<file path="src/rtl/fsm_password_lock_pkg.sv">
// Shared types and widths for the keypad password lock.
package fsm_password_lock_pkg;

    localparam int PASS_W  = 16;
    localparam int DIGIT_W = 4;

    // Lock FSM states. The encoding is visible on curr_state, so keep these values fixed.
    typedef enum logic [2:0] {
        S_ENTRY = 3'd0,
        S_CHECK = 3'd1,
        S_UNLOCK = 3'd2,
        S_SET   = 3'd3,
        S_ALARM = 3'd4
    } state_t;

endpackage

</file>
<file path="src/rtl/fsm_password_lock_key_edge.sv">
// Rising-edge detector for the enter button.
// Produces one press per button push, however long the button is held.
module lock_key_edge (
    input  logic clk,
    input  logic rst_n,
    input  logic enter,
    output logic press
);

    logic enter_q;
    logic enter_d;

    // Next sample is simply the current button level.
    always_comb begin
        enter_d = enter;
        press   = enter & ~enter_q;
    end

    // Store the previous button level.
    always_ff @(posedge clk or negedge rst_n) begin
        if (!rst_n) enter_q <= 1'b0;
        else        enter_q <= enter_d;
    end

endmodule

</file>
<file path="src/rtl/fsm_password_lock.sv">
// Four-digit keypad lock. It allows a bounded number of wrong tries, then raises
// a lockout alarm. When unlocked, the stored password can be viewed or changed.
module fsm_password_lock
    import fsm_password_lock_pkg::*;
#(
    parameter logic [15:0] DEFAULT_PASS = 16'h1234,
    parameter int          MAX_ATTEMPTS = 3
) (
    input  logic        clk,
    input  logic        reset,
    input  logic [3:0]  digit,
    input  logic        enter,
    input  logic        view_pass,
    input  logic        set_pass,
    output logic        green_led,
    output logic        red_led,
    output logic        alarm,
    output logic [15:0] viewed_pass,
    output logic [1:0]  attempts_left
);

    localparam logic [1:0] MAX_ATT = 2'(MAX_ATTEMPTS);

    state_t                curr_state, next_state;
    logic [1:0]            idx_q, idx_d;
    logic [PASS_W-1:0]     buf_q, buf_d;
    logic                  red_q, red_d;
    logic [1:0]            att_q, att_d;
    logic [PASS_W-1:0]     pass_d;
    // The password survives reset. Only the power-up value comes from the parameter.
    logic [PASS_W-1:0]     pass_q = DEFAULT_PASS;
    logic                  press;
    logic [PASS_W-1:0]     shifted;

    lock_key_edge u_key_edge (
        .clk   (clk),
        .rst_n (reset),
        .enter (enter),
        .press (press)
    );

    // Next-state logic, entry buffer update and attempt bookkeeping.
    always_comb begin
        next_state = curr_state;
        idx_d      = idx_q;
        buf_d      = buf_q;
        red_d      = red_q;
        att_d      = att_q;
        pass_d     = pass_q;
        shifted    = {buf_q[PASS_W-DIGIT_W-1:0], digit};
        case (curr_state)
            S_ENTRY: begin
                if (press) begin
                    buf_d = shifted;
                    idx_d = idx_q + 2'd1;
                    red_d = 1'b0;
                    if (idx_q == 2'd3) next_state = S_CHECK;
                end
            end
            S_CHECK: begin
                if (buf_q == pass_q) begin
                    next_state = S_UNLOCK;
                    att_d      = MAX_ATT;
                    red_d      = 1'b0;
                end else begin
                    red_d = 1'b1;
                    att_d = att_q - 2'd1;
                    next_state = (att_q == 2'd1) ? S_ALARM : S_ENTRY;
                end
            end
            S_UNLOCK: begin
                // set_pass wins over a keypress in the same cycle; the keypress is dropped.
                if (set_pass) begin
                    next_state = S_SET;
                    idx_d      = 2'd0;
                end
            end
            S_SET: begin
                if (press) begin
                    buf_d = shifted;
                    idx_d = idx_q + 2'd1;
                    if (idx_q == 2'd3) begin
                        pass_d     = shifted;
                        att_d      = MAX_ATT;
                        next_state = S_ENTRY;
                    end
                end
            end
            S_ALARM: begin
                red_d = 1'b1;
                att_d = 2'd0;
            end
            default: next_state = S_ENTRY;
        endcase
    end

    // Control registers, cleared by reset.
    always_ff @(posedge clk or negedge reset) begin
        if (!reset) begin
            curr_state <= S_ENTRY;
            idx_q      <= 2'd0;
            buf_q      <= '0;
            red_q      <= 1'b0;
            att_q      <= MAX_ATT;
        end else begin
            curr_state <= next_state;
            idx_q      <= idx_d;
            buf_q      <= buf_d;
            red_q      <= red_d;
            att_q      <= att_d;
        end
    end

    // Password register. It has no reset, so a changed password persists.
    always_ff @(posedge clk) begin
        pass_q <= pass_d;
    end

    // Status outputs decoded from the state and registers.
    always_comb begin
        green_led     = (curr_state == S_UNLOCK) || (curr_state == S_SET);
        alarm         = (curr_state == S_ALARM);
        red_led       = red_q;
        attempts_left = att_q;
        viewed_pass   = (curr_state == S_UNLOCK && view_pass) ? pass_q : '0;
    end

endmodule

</file>
<file path="config.mk">
export PLATFORM = sky130hd
export DESIGN_NAME = fsm_password_lock
export DESIGN_NICKNAME = d
export VERILOG_FILES = /design/src/rtl/fsm_password_lock_pkg.sv /design/src/rtl/fsm_password_lock_key_edge.sv /design/src/rtl/fsm_password_lock.sv
export SDC_FILE = /design/constraint.sdc
export NUM_CORES = 1
export LEC_CHECK = 0
export CAP_MARGIN = 20
export CORE_MARGIN = 1
export CORE_UTILIZATION = 30
export CTS_BUF_LIST = sky130_fd_sc_hd__clkbuf_2 sky130_fd_sc_hd__clkbuf_4 sky130_fd_sc_hd__clkbuf_8
export DETAILED_ROUTE_END_ITERATION = 7
export SLEW_MARGIN = 10
export SYNTH_ARGS = -nofsm -noshare
export SYNTH_HDL_FRONTEND = slang
export SYNTH_SLANG_ARGS = --single-unit
</file>
<file path="constraint.sdc">
create_clock -name clk -period 1.8 [get_ports clk]
set_input_delay 0.27 -clock clk [delete_from_list [all_inputs] [get_ports clk]]
set_output_delay 0.27 -clock clk [all_outputs]
set_load 0.02 [all_outputs]
</file>
==> results of run 1 <==
==> final cells by class <==
cell class                 instances  area share
clock buffer                       5      0.0285
clock inverter                     3      0.0171
inverter                           9      0.0140
multi-input combinational         87       0.297
sequential                        41       0.459
tap                               75      0.0388
timing repair buffer              41       0.146
==> timing repair <==
| item | 4_1_cts | 5_1_grt |
|---|---|---|
| setup endpoints to repair | 18 | 17 |
| hold buffers | 0 | 0 |
| gates resized for setup | 69 | 19 |
==> cell families after synthesis <==
logic type | count (synthesis) | share of synthesized area
AO/OA/AOI/OAI | 12 | 0.0438
XOR/XNOR | 17 | 0.0830
adder cells (fa/ha/maj) | 2 | 0.0133
buffers and inverters | 13 | 0.0325
flip-flops | 41 | 0.588
multiplexers | 18 | 0.109
AND/OR/NAND/NOR | 38 | 0.130
==> power by group through the flow <==
stage | Combinational [mW] | Sequential (mW) | Clock, mW
3_3_place_gp | 1.18 | 1.56 | 0
4_1_cts | 1.18 | 1.55 | 0.755
5_1_grt | 1.30 | 1.61 | 0.806
2_1_floorplan | 0.780 | 1.55 | 0
3_5_place_dp | 1.21 | 1.57 | 0
6_report | 1.18 | 1.55 | 0.726
==> sequential cells by signal (all words and copies together) (netlist names) <==
name	count
pass_q	16
curr_state	3
u_key_edge.enter_q	1
idx_q	2
buf_q	16
red_led	1
attempts_left	2
==> how the worst min path moves through the flow <==
stage,from,cells past startpoint,endpoint
after detailed placement,idx_q[1]$_DFFE_PN0P_,1,idx_q[1]$_DFFE_PN0P_
final,reset,2,idx_q[1]$_DFFE_PN0P_
after floorplan,reset,0,buf_q[0]$_DFFE_PN0P_
after global placement,idx_q[1]$_DFFE_PN0P_,1,idx_q[1]$_DFFE_PN0P_
after global routing,reset,2,idx_q[0]$_DFFE_PN0P_
after CTS,reset,2,u_key_edge.enter_q$_DFF_PN0_
==> layout by cell type, fill, tap and decap left out, drive strengths merged, types with 2 or more instances in the layout <==
cell and instances:
ha 2, o21ai 3, nand2 5, nor4 4
and2 16, edfxtp 16, nand4 2, nand3 2
buf 29, clkbuf 5, inv 9, mux2 17
or3b 2, clkdlybuf4s50 11, dfstp 2, xor2 16
a21oi 2, and3 4, dfrtp 23
==> stage by stage <==
stage	setup WS, ns	hold slack [ns]	instances	cell area (µm²)	TNS [ns]
6_report	0.0523	0.349	261	2420	0
5_1_grt	-0.0316	0.373	261	2420	-0.119
4_1_cts	0.00766	0.351	261	2380	0
3_5_place_dp	-0.326	0.494	253	2340	-5.12
3_3_place_gp	-0.308	0.489	253	2340	-4.86
2_1_floorplan	0.185	-0.0256	141	1880	0
==> metal layers <==
layer  vias to the layer above  global-route usage  share of wire
met5                         -                   0              0
met1                       574               0.167           0.49
met3                         7              0.0371          0.039
met4                         0              0.0536          0.017
li1                        576                   -              -
met2                        28               0.196           0.45
==> impl_results.md, run 1 <==
- Reg area: roughly 0.0011 mm²
- Ys flop type: dfrtp_1
- Root buffer cell: clkbuf_8
- Worst R2R Start: pass_q[0]$_DFFE_PP_
- Pins Over Slew Limit: 0
- Count leader, synth: dfrtp_1
- Critical Path Sink Type: output pin
- Status: finished, final reports clean
- Clk buf depth: 2
- Maximum operating frequency: between 500 and 600 MHz
- RD Place Congestion: 0.778
- Vias after detailed routing: around 1200
- WS Path Type: flop to output pin
- Worst R2R End: curr_state[2]$_DFFE_PN0P_
- Clock Power Share: 0.210
- Filler instances: slightly below 600
- Die width: about 80 µm
- Switch Pwr: approximately 1.1 mW
- Syn-to-layout area delta: 28.3%
- Ports: 30
- Power Density: 1430 mW/mm²
- Register area share after synthesis: 0.588
- DP HPWL: ~2400 µm
- Synth async-reset ratio: 0.610
- Worst Setup SP: attempts_left[0]$_DFFE_PN1P_
- Total chip power: ~3.5 mW
- Delay-heaviest family, CP: buffers and inverters
- Data required time at the worst endpoint: about 1.5 ns
- Pleak: between 1 and 1.5 nW
- Critical path capture point: attempts_left[0]
- Clock slew at reported path FFs: 0.08 ns
- RSZ-0062 raised after global routing: true
- Internal power: between 2 and 2.5 mW
- Cell taking the most area after synthesis: dfrtp_1
- Headroom to the max-slew limit: 0.746
- Initial drt markers: between 90 and 100
- Post-synth top area share: 0.305
- Mean Syn Cell Area: 13.4 µm²
- Remaining DRCs: 0
- Post-Syn Area: about 0.0019 mm²
- Final nets: between 150 and 200
- Seq cells post-synth: 41
- Slew @ Worst Pin: 0.378 ns
- Largest net degree at the start of global routing: 26
- Antenna violations before repair: 0
- R2R setup slack: 0.09 ns
- Max-Cap Viols: 0
- Max VDD drop: a little over 600 µV
- CTS tree: done
- CTS Buf Count: 5
- Critical Path Max Stage Delay: around 0.62 ns
- EDFF count, synth: 16
- Routed WL per cell: approximately 14 µm
- Row cnt: 28
- Die ar.: roughly 0.0066 mm²
- Critical path arrival: between 1 and 1.5 ns
- Reg2Reg Depth: 4
- HP Class: input pin to asynchronous set/reset pin
- Seq pwr share: 0.449
- Area of the multi-input gates: between 700 and 800 µm²
- Port Buffers: 29
- Crit-path slowest cell: clkdlybuf4s50_1
- Layout cell share with drive strength beyond 1: 0.296
- Vias in the first global route: about 1200
- CORE AREA: between 0.005 and 0.006 mm²
- Post-Route WL: approximately 3500 µm
- Grt ovf: 0
- H-tree depth: 2
- Initial Util: 0.315
- Clock Sinks: just over 40
- Clock Latency Late Sink: 0.29 ns
- Number of unique standard cell types used by synthesis: 37
- Post-CTS Setup Bufs: 0
- GRT Util Overall: 0.127
- CP max FO: 4
- Mapped Nets: 152
- Vias per inst: ~4.5
- Die Y: approximately 81 µm
- Cell depth of the worst setup path: 1
- Post-layout min period: around 1.7 ns
- Final Util: 0.404
- Area contributors post-synth: dfrtp_1, edfxtp_1, xor2_1, mux2_2, and2_1
- Endpoints failing setup: 0
- DRT Pass-1 Iters: 4
- Startpoint types: flop
- Final Skew: between 0.004 and 0.005 ns
- First-pass GRT wire length: between 5000 and 6000 µm
- Switching share of total power: 0.320
- Final hold violations: 0
- Synth Warn #: 0
- Final period util: 0.971
- CP Cell Sequence: clkdlybuf4s50_1
- Top post-synthesis cells by count: dfrtp_1, and2_1, edfxtp_1, xor2_1, mux2_2
- ANT cells: 0
- Crit path buffers/inverters: 1
- Comb power frac: 0.340
- Antenna-violating nets left: 0
- Cells after Synth: 141
Power figures use the tool's default switching activity.
==> inputs of run 2 (changes only) <==
--- a/config.mk
+++ b/config.mk
@@ -7,9 +7,10 @@
 export LEC_CHECK = 0
 export CAP_MARGIN = 20
 export CORE_MARGIN = 1
-export CORE_UTILIZATION = 30
+export CORE_UTILIZATION = 45
 export CTS_BUF_LIST = sky130_fd_sc_hd__clkbuf_2 sky130_fd_sc_hd__clkbuf_4 sky130_fd_sc_hd__clkbuf_8
 export DETAILED_ROUTE_END_ITERATION = 7
+export PLACE_DENSITY = 0.69
 export SLEW_MARGIN = 10
 export SYNTH_ARGS = -nofsm -noshare
 export SYNTH_HDL_FRONTEND = slang
==> run 2 against run 1 <==
Effect of this change:
- final cell count is 9.2% lower
- cell area grew 3.7%
- largest power group unchanged
- core utilization increased by 22 points
- sequential cell count is the same
- power rose by 4.0%
- setup slack lost 0.046 ns
- count of clock-buffer cells in the layout increased by 2
- combinational power is 6% higher
- critical path type unchanged
==> impl_results.md, run 2 (synthesis gave the netlist of run 1 again) <==
- Status: finished, final reports clean
- Commonest non-fill, non-tap cell in the layout: dfrtp_1
- Initial Util: 0.471 (+0.157)
- Worst hold slack: 0.354 ns (+0.00533 ns)
- Largest net degree at the start of global routing: 26 (unchanged)
- Most frequent cells in the layout: dfrtp_1, buf_6, xor2_1, edfxtp_1, and2_4
- Clock slew at reported path FFs: 0.07 ns (about the same)
- Final worst slack: 0.00644 ns (-0.0459 ns)
- Ports: 30 (unchanged)
- Final hold violations: 0 (unchanged)
- Routed WL per cell: 15.9 µm (+17%)
- Antenna violations before repair: 0 (unchanged)
- Startpoint types: flop
- Final Skew: 0.00224 ns (-0.00192 ns)
- Remaining DRCs: 0 (unchanged)
- Vias per inst: 5.14 (+13%)
- DRT Pass-1 Iters: 4 (unchanged)
- GRT Util Overall: 0.196 (+0.0685)
- Maximum operating frequency: 558 MHz (-2.6%)
- RSZ-0062 raised after global routing: true
- Headroom to the max-slew limit: 0.775 (+0.0291)
- Critical path arrival: 1.52 ns (+0.04 ns)
- CORE AREA: 0.00400 mm² (-33%)
- Post-Route WL: 3760 µm (+6.1%)
- Final period util: 0.996 (+0.0255)
- Clk buf depth: 2 (unchanged)
- Root buffer cell: clkbuf_8
- RD Place Congestion: 0.806 (+3.6%)
- Regs by FF count: buf_q (16), pass_q (16), curr_state (3)
- Die width: 66.7 µm (-18%)
- DP HPWL: 2520 µm (+3.2%)
- CP max FO: 8 (+4)
- Pleak: 1.13 nW (+4.3%)
- Antenna-violating nets left: 0 (unchanged)
- Grt ovf: 0 (unchanged)
- Die Y: 66.7 µm (-18%)
- Filler instances: 318 (-45%)
- Clock Latency Late Sink: 0.29 ns (about the same)
- HP Class: input pin to asynchronous set/reset pin
- CTS Buf Count: 5 (unchanged)
- Setup TNS: 0 ns (unchanged)
- Vias after detailed routing: 1217 (+2.7%)
- Total chip power: 3.59 mW (+4.0%)
- Final nets: 197 (+0.51%)
- Initial drt markers: 31 (-67%)
- Power Density: 1430 mW/mm² (+0.28%)
- Die ar.: 0.00445 mm² (-33%)
- Row cnt: 23 (-18%)
- Max-Cap Viols: 0 (unchanged)
- Pins Over Slew Limit: 0 (unchanged)
- Slew @ Worst Pin: 0.335 ns (-0.0432 ns)
- Port Buffers: 29 (unchanged)
- CTS tree: done
- First-pass GRT wire length: 6160 µm (+3.1%)
- Cts hold-fix bufs: 0 (unchanged)
- ANT cells: 0 (unchanged)
- Post-layout min period: 1.79 ns (+0.0459 ns)
- H-tree depth: 2 (unchanged)
- Endpoints failing setup: 0 (unchanged)
- WS Path Type: flop to output pin
- Clock Sinks: 41 (unchanged)
- Max VDD drop: 833 µV (+37%)
- Critical Path Sink Type: output pin
- Syn-to-layout area delta: 33.0%
- Vias in the first global route: 1276 (+6.2%)
- Worst slack at placement: -0.347 ns (-0.0208 ns)
- Data required time at the worst endpoint: 1.53 ns (about the same)
- Layout cell share with drive strength beyond 1: 0.385 (+0.0893)
==> run 2: changes by cell type in the layout (fill, tap and decap cells not counted), sizes merged <==
cell,before,now
buf,29,30
clkinvlp,1,0
clkbuf,5,8
dlygate4sd2,1,0
clkinv,1,0
==> run 2: through the flow <==
stage / utilization / cell area [µm²] / std cells
after floorplan: - / 1880 / 141
after global placement: 0.576 / 2300 / 227
after detailed placement: 0.576 / 2300 / 227
after CTS: 0.587 / 2350 / 235
after global routing: 0.627 / 2510 / 237
final: 0.627 / 2510 / 237
==> run 2: area by class of cell <==
cell class | count | area, µm² | share of cell area
clock buffers | 7 | 90.1 | 0.0359
clock inverters | 1 | 30.0 | 0.0120
inverters | 9 | 33.8 | 0.0135
multi-input cells | 87 | 763 | 0.305
flip-flops and latches | 41 | 1110 | 0.442
well taps | 50 | 62.6 | 0.0250
repair buffers | 42 | 418 | 0.167
==> run 2: power by group <==
group          leakage (nW)  total [mW]  switching (mW)  internal [mW]
combinational         0.622        1.25           0.566          0.685
clock                0.0619       0.773           0.306          0.467
sequential            0.445        1.57           0.265           1.30
total                  1.13        3.59            1.14           2.45
==> run 2: routing by layer <==
metal | global-route usage | share of wire
met4 | 0.0798 | 0.012
met1 | 0.235 | 0.45
met3 | 0.0599 | 0.035
met2 | 0.326 | 0.50
met5 | 0 | 0
==> run 2: worst paths after layout <==
| path | start | to | slack (ns) | depth (start not counted) |
|---|---|---|---|---|
| max | curr_state[2]$_DFFE_PN0P_ | viewed_pass[3] | 0.006 | 6 |
| min | reset | buf_q[14]$_DFFE_PN0P_ | 0.35 | 2 |
| max reg2reg | pass_q[2]$_DFFE_PP_ | curr_state[2]$_DFFE_PN0P_ | 0.07 | 4 |
| min reg2reg | buf_q[14]$_DFFE_PN0P_ | buf_q[14]$_DFFE_PN0P_ | 0.51 | 1 |
| max in group asynchronous | reset | attempts_left[1]$_DFFE_PN1P_ | 1.15 | 2 |
| min in group clk | enter | u_key_edge.enter_q$_DFF_PN0_ | 0.47 | 1 |
==> run 2: repair_timing <==
action / CTS / global route
setup buffers: 0 / 1
cloned: 0 / 1
endpoints found under the hold margin: 0 / 0
endpoints found under the setup margin: 18 / 17
resized for setup: 69 / 55
pin swaps: 0 / 7
==> run 2: worst max-delay path, cell delays in order, from the launching register on <==
cell and delay, ns:
dfrtp_1 0.39, inv_2 0.08, nand2_4 0.06, nor3b_4 0.27, buf_6 0.18, and2_1 0.14, buf_6 0.12
==> inputs of run 3 (changes only) <==
--- a/config.mk
+++ b/config.mk
@@ -6,6 +6,7 @@
 export NUM_CORES = 1
 export LEC_CHECK = 0
 export CAP_MARGIN = 20
+export CORE_ASPECT_RATIO = 0.6
 export CORE_MARGIN = 1
 export CORE_UTILIZATION = 45
 export CTS_BUF_LIST = sky130_fd_sc_hd__clkbuf_2 sky130_fd_sc_hd__clkbuf_4 sky130_fd_sc_hd__clkbuf_8
==> run 3 against run 2 <==
Effect of this change:
- the flow now finishes with violations (negative setup slack)
- setup slack lost 0.079 ns
- critical path depth increased by 1
- critical endpoint is now viewed_pass[8]
- combinational power increased by 4%
- clock skew grew 0.0085 ns
- cell area decreased by 0.30%
- largest power group unchanged
- highest routed layer unchanged
- sequential cell count did not move
- largest cell class unchanged
- non-clock buffer count rose by 5
- first-iteration DRC count grew 45%
==> impl_results.md, run 3 (synthesis gave the netlist of run 1 again) <==
- Status: finished, violations left
- Failing checks: negative setup slack
- WS Path Type: flop to output pin
- Endpoints failing setup: 7 (+7)
- Design area: 0.00250 mm² (-0.30%)
- Remaining DRCs: 0 (unchanged)
- CP max FO: 8 (unchanged)
- Final Util: 0.653 (+0.0261)
- CP dominant cell by count: buf_6
- Port Buffers: 29 (unchanged)
- DRT Pass-1 Iters: 4 (unchanged)
- Met1 Track Usage GR: 0.281 (+0.0466)
- Area of the multi-input gates: 746 µm² (-2.3%)
- Crit path buffers/inverters: 4 (+1)
- RD Place Congestion: 0.810 (+0.46%)
- Vias per inst: 5.25 (+2.3%)
- Max VDD drop: 742 µV (-11%)
- Total chip power: 3.45 mW (-4.0%)
- CTS Buf Count: 5 (unchanged)
- Power Density: 1380 mW/mm² (-3.8%)
- Clock Power Share: 0.172 (-0.043)
- Die ar.: 0.00446 mm² (+0.19%)
- Die Y: 52.1 µm (-22%)
- Vias in the first global route: 1259 (-1.3%)
- Cts hold-fix bufs: 0 (unchanged)
- Grt ovf: 0 (unchanged)
- Antenna violations before repair: 0 (unchanged)
- Initial drt markers: 45 (+45%)
- Final std cells w/o fill: 239 (+0.84%)
- Root buffer cell: clkbuf_8
- Routed WL per cell: 15.6 µm (-1.6%)
- Switching share of total power: 0.334 (+0.0173)
- Final nets: 202 (+2.5%)
- Final Skew: 0.0107 ns (+0.00850 ns)
- Ports: 30 (unchanged)
- Headroom to the max-slew limit: 0.715 (-0.0594)
- Crit-path slowest cell: dfrtp_1
- Inst Count DP: 225 (-0.88%)
- Vias after detailed routing: 1255 (+3.1%)
- GR Util met2: 0.300 (-0.0258)
- HP Class: input pin to asynchronous set/reset pin
- Syn-to-layout area delta: 32.6%
- H-tree depth: 2 (unchanged)
- Startpoint types: flop
- Max-Cap Viols: 0 (unchanged)
- Critical Path Sink Type: output pin
- Seq pwr share: 0.451 (+0.015)
- Gr busiest metal: met2
- RSZ-0062 raised after global routing: true
- Pins Over Slew Limit: 0 (unchanged)
- Most frequent cells in the layout: dfrtp_1, buf_6, xor2_1, edfxtp_1, buf_4
- Maximum operating frequency: 534 MHz (-4.2%)
- First-pass GRT wire length: 6310 µm (+2.4%)
- ANT cells: 0 (unchanged)
- Final worst slack: -0.0725 ns (-0.0790 ns)
- Clock Latency Late Sink: 0.29 ns (about the same)
- Slew @ Worst Pin: 0.423 ns (+0.0883 ns)
- Delay-heaviest family, CP: buffers and inverters
- Clock Sinks: 41 (unchanged)
- Layout cell share with drive strength beyond 1: 0.359 (-0.0257)
- Met3 Usage GRT: 0.0524 (-0.00755)
- Setup TNS: -0.247 ns (-0.247 ns)
- Critical Path Max Stage Delay: 0.40 ns (about the same)
- Post-Route WL: 3730 µm (-0.80%)
- CORE AREA: 0.00383 mm² (-4.3%)
- CTS tree: done
- Internal power: 2.29 mW (-6.5%)
- Critical path arrival: 1.60 ns (+0.08 ns)
- Commonest non-fill, non-tap cell in the layout: dfrtp_1
- Regs by FF count: buf_q (16), pass_q (16), curr_state (3)
- Final period util: 1.04 (+0.0439)
- Reg area: 0.00111 mm² (unchanged)
- Switch Pwr: 1.15 mW (+1.2%)
- Row cnt: 17 (-26%)
- Antenna-violating nets left: 0 (unchanged)
- Filler instances: 282 (-11%)
- CP Cell Sequence: inv_2, nand2_4, nor3b_4, buf_6, buf_6, and2_4, buf_6
- Die width: 85.5 µm (+28%)
- Largest net degree at the start of global routing: 18 (-31%)
- Comb power frac: 0.377 (+0.029)
- Area after DPL: 0.00231 mm² (+0.16%)
- Final hold violations: 0 (unchanged)
- Clock slew at reported path FFs: 0.08 ns (about the same)
- Post-layout min period: 1.87 ns (+0.0790 ns)
- Initial Util: 0.492 (+0.0211)
- Pleak: 1.13 nW (+0.52%)
- Clk buf depth: 2 (unchanged)
- DP HPWL: 2590 µm (+2.9%)
- GRT Util Overall: 0.198 (+0.00204)
- Data required time at the worst endpoint: 1.53 ns (about the same)
run 3: cell types whose count changed in the layout (fill, tap and decap cells not counted), moves of 2 or more:
cell / previous run / this run
and2_1: 2 / 9
buf_4: 10 / 15
and2_4: 14 / 7
clkinv_2: 0 / 2
run 3: worst register-to-register path, cell delays in order (launching register included):
cell	delay, ns
edfxtp_1	0.40
xor2_1	0.17
nor4_1	0.43
nand4_1	0.14
buf_4	0.19
a41o_1	0.24
run 3: area by class of cell:
type	count	share of cell area
timing repair buffer	47	0.186
clock inverter	2	0.00401
clock buffer	6	0.0305
multi-input combinational	87	0.298
sequential	41	0.444
tap	47	0.0235
inverter	9	0.0135
run 3: worst paths after layout:
kind                                      startpoint                            to  slack (ns)  cells past startpoint
max                        curr_state[2]$_DFFE_PN0P_                viewed_pass[8]       -0.07                      7
min reg2reg                     buf_q[7]$_DFFE_PN0P_          pass_q[11]$_DFFE_PP_        0.51                      0
min                                            reset          buf_q[1]$_DFFE_PN0P_        0.25                      1
max reg2reg                      pass_q[2]$_DFFE_PP_     curr_state[2]$_DFFE_PN0P_        0.13                      5
max in group asynchronous                      reset         buf_q[11]$_DFFE_PN0P_        1.06                      2
min in group clk                               enter  u_key_edge.enter_q$_DFF_PN0_        0.48                      1
run 3: power by group through the flow:
stage | combinational (mW) | sequential, mW | clock, mW
after detailed placement | 1.22 | 1.57 | 0
after global routing | 1.43 | 1.60 | 0.653
after CTS | 1.25 | 1.56 | 0.602
final | 1.30 | 1.55 | 0.594
after global placement | 1.18 | 1.55 | 0
after floorplan | 0.780 | 1.55 | 0
run 3: what timing repair did:
action                                  in CTS  in global routing
pin swaps                                    0                  5
gates resized for setup                     78                 38
setup buffers                                2                  3
endpoints found under the setup margin      18                 18
gates cloned                                 1                  0
run 3: through the flow:
| step | setup slack [ns] | hold WS, ns |
|---|---|---|
| 3_3_place_gp | -0.293 | 0.487 |
| 5_1_grt | -0.142 | 0.262 |
| 2_1_floorplan | 0.185 | -0.0256 |
| 4_1_cts | -0.104 | 0.256 |
| 6_report | -0.0725 | 0.252 |
| 3_5_place_dp | -0.333 | 0.500 |
run 3: per-layer routing:
metal	routed length, µm	up-vias
met2	1660	32
met1	1880	621
met4	24	0
met3	163	2
met5	0	-
li1	-	600
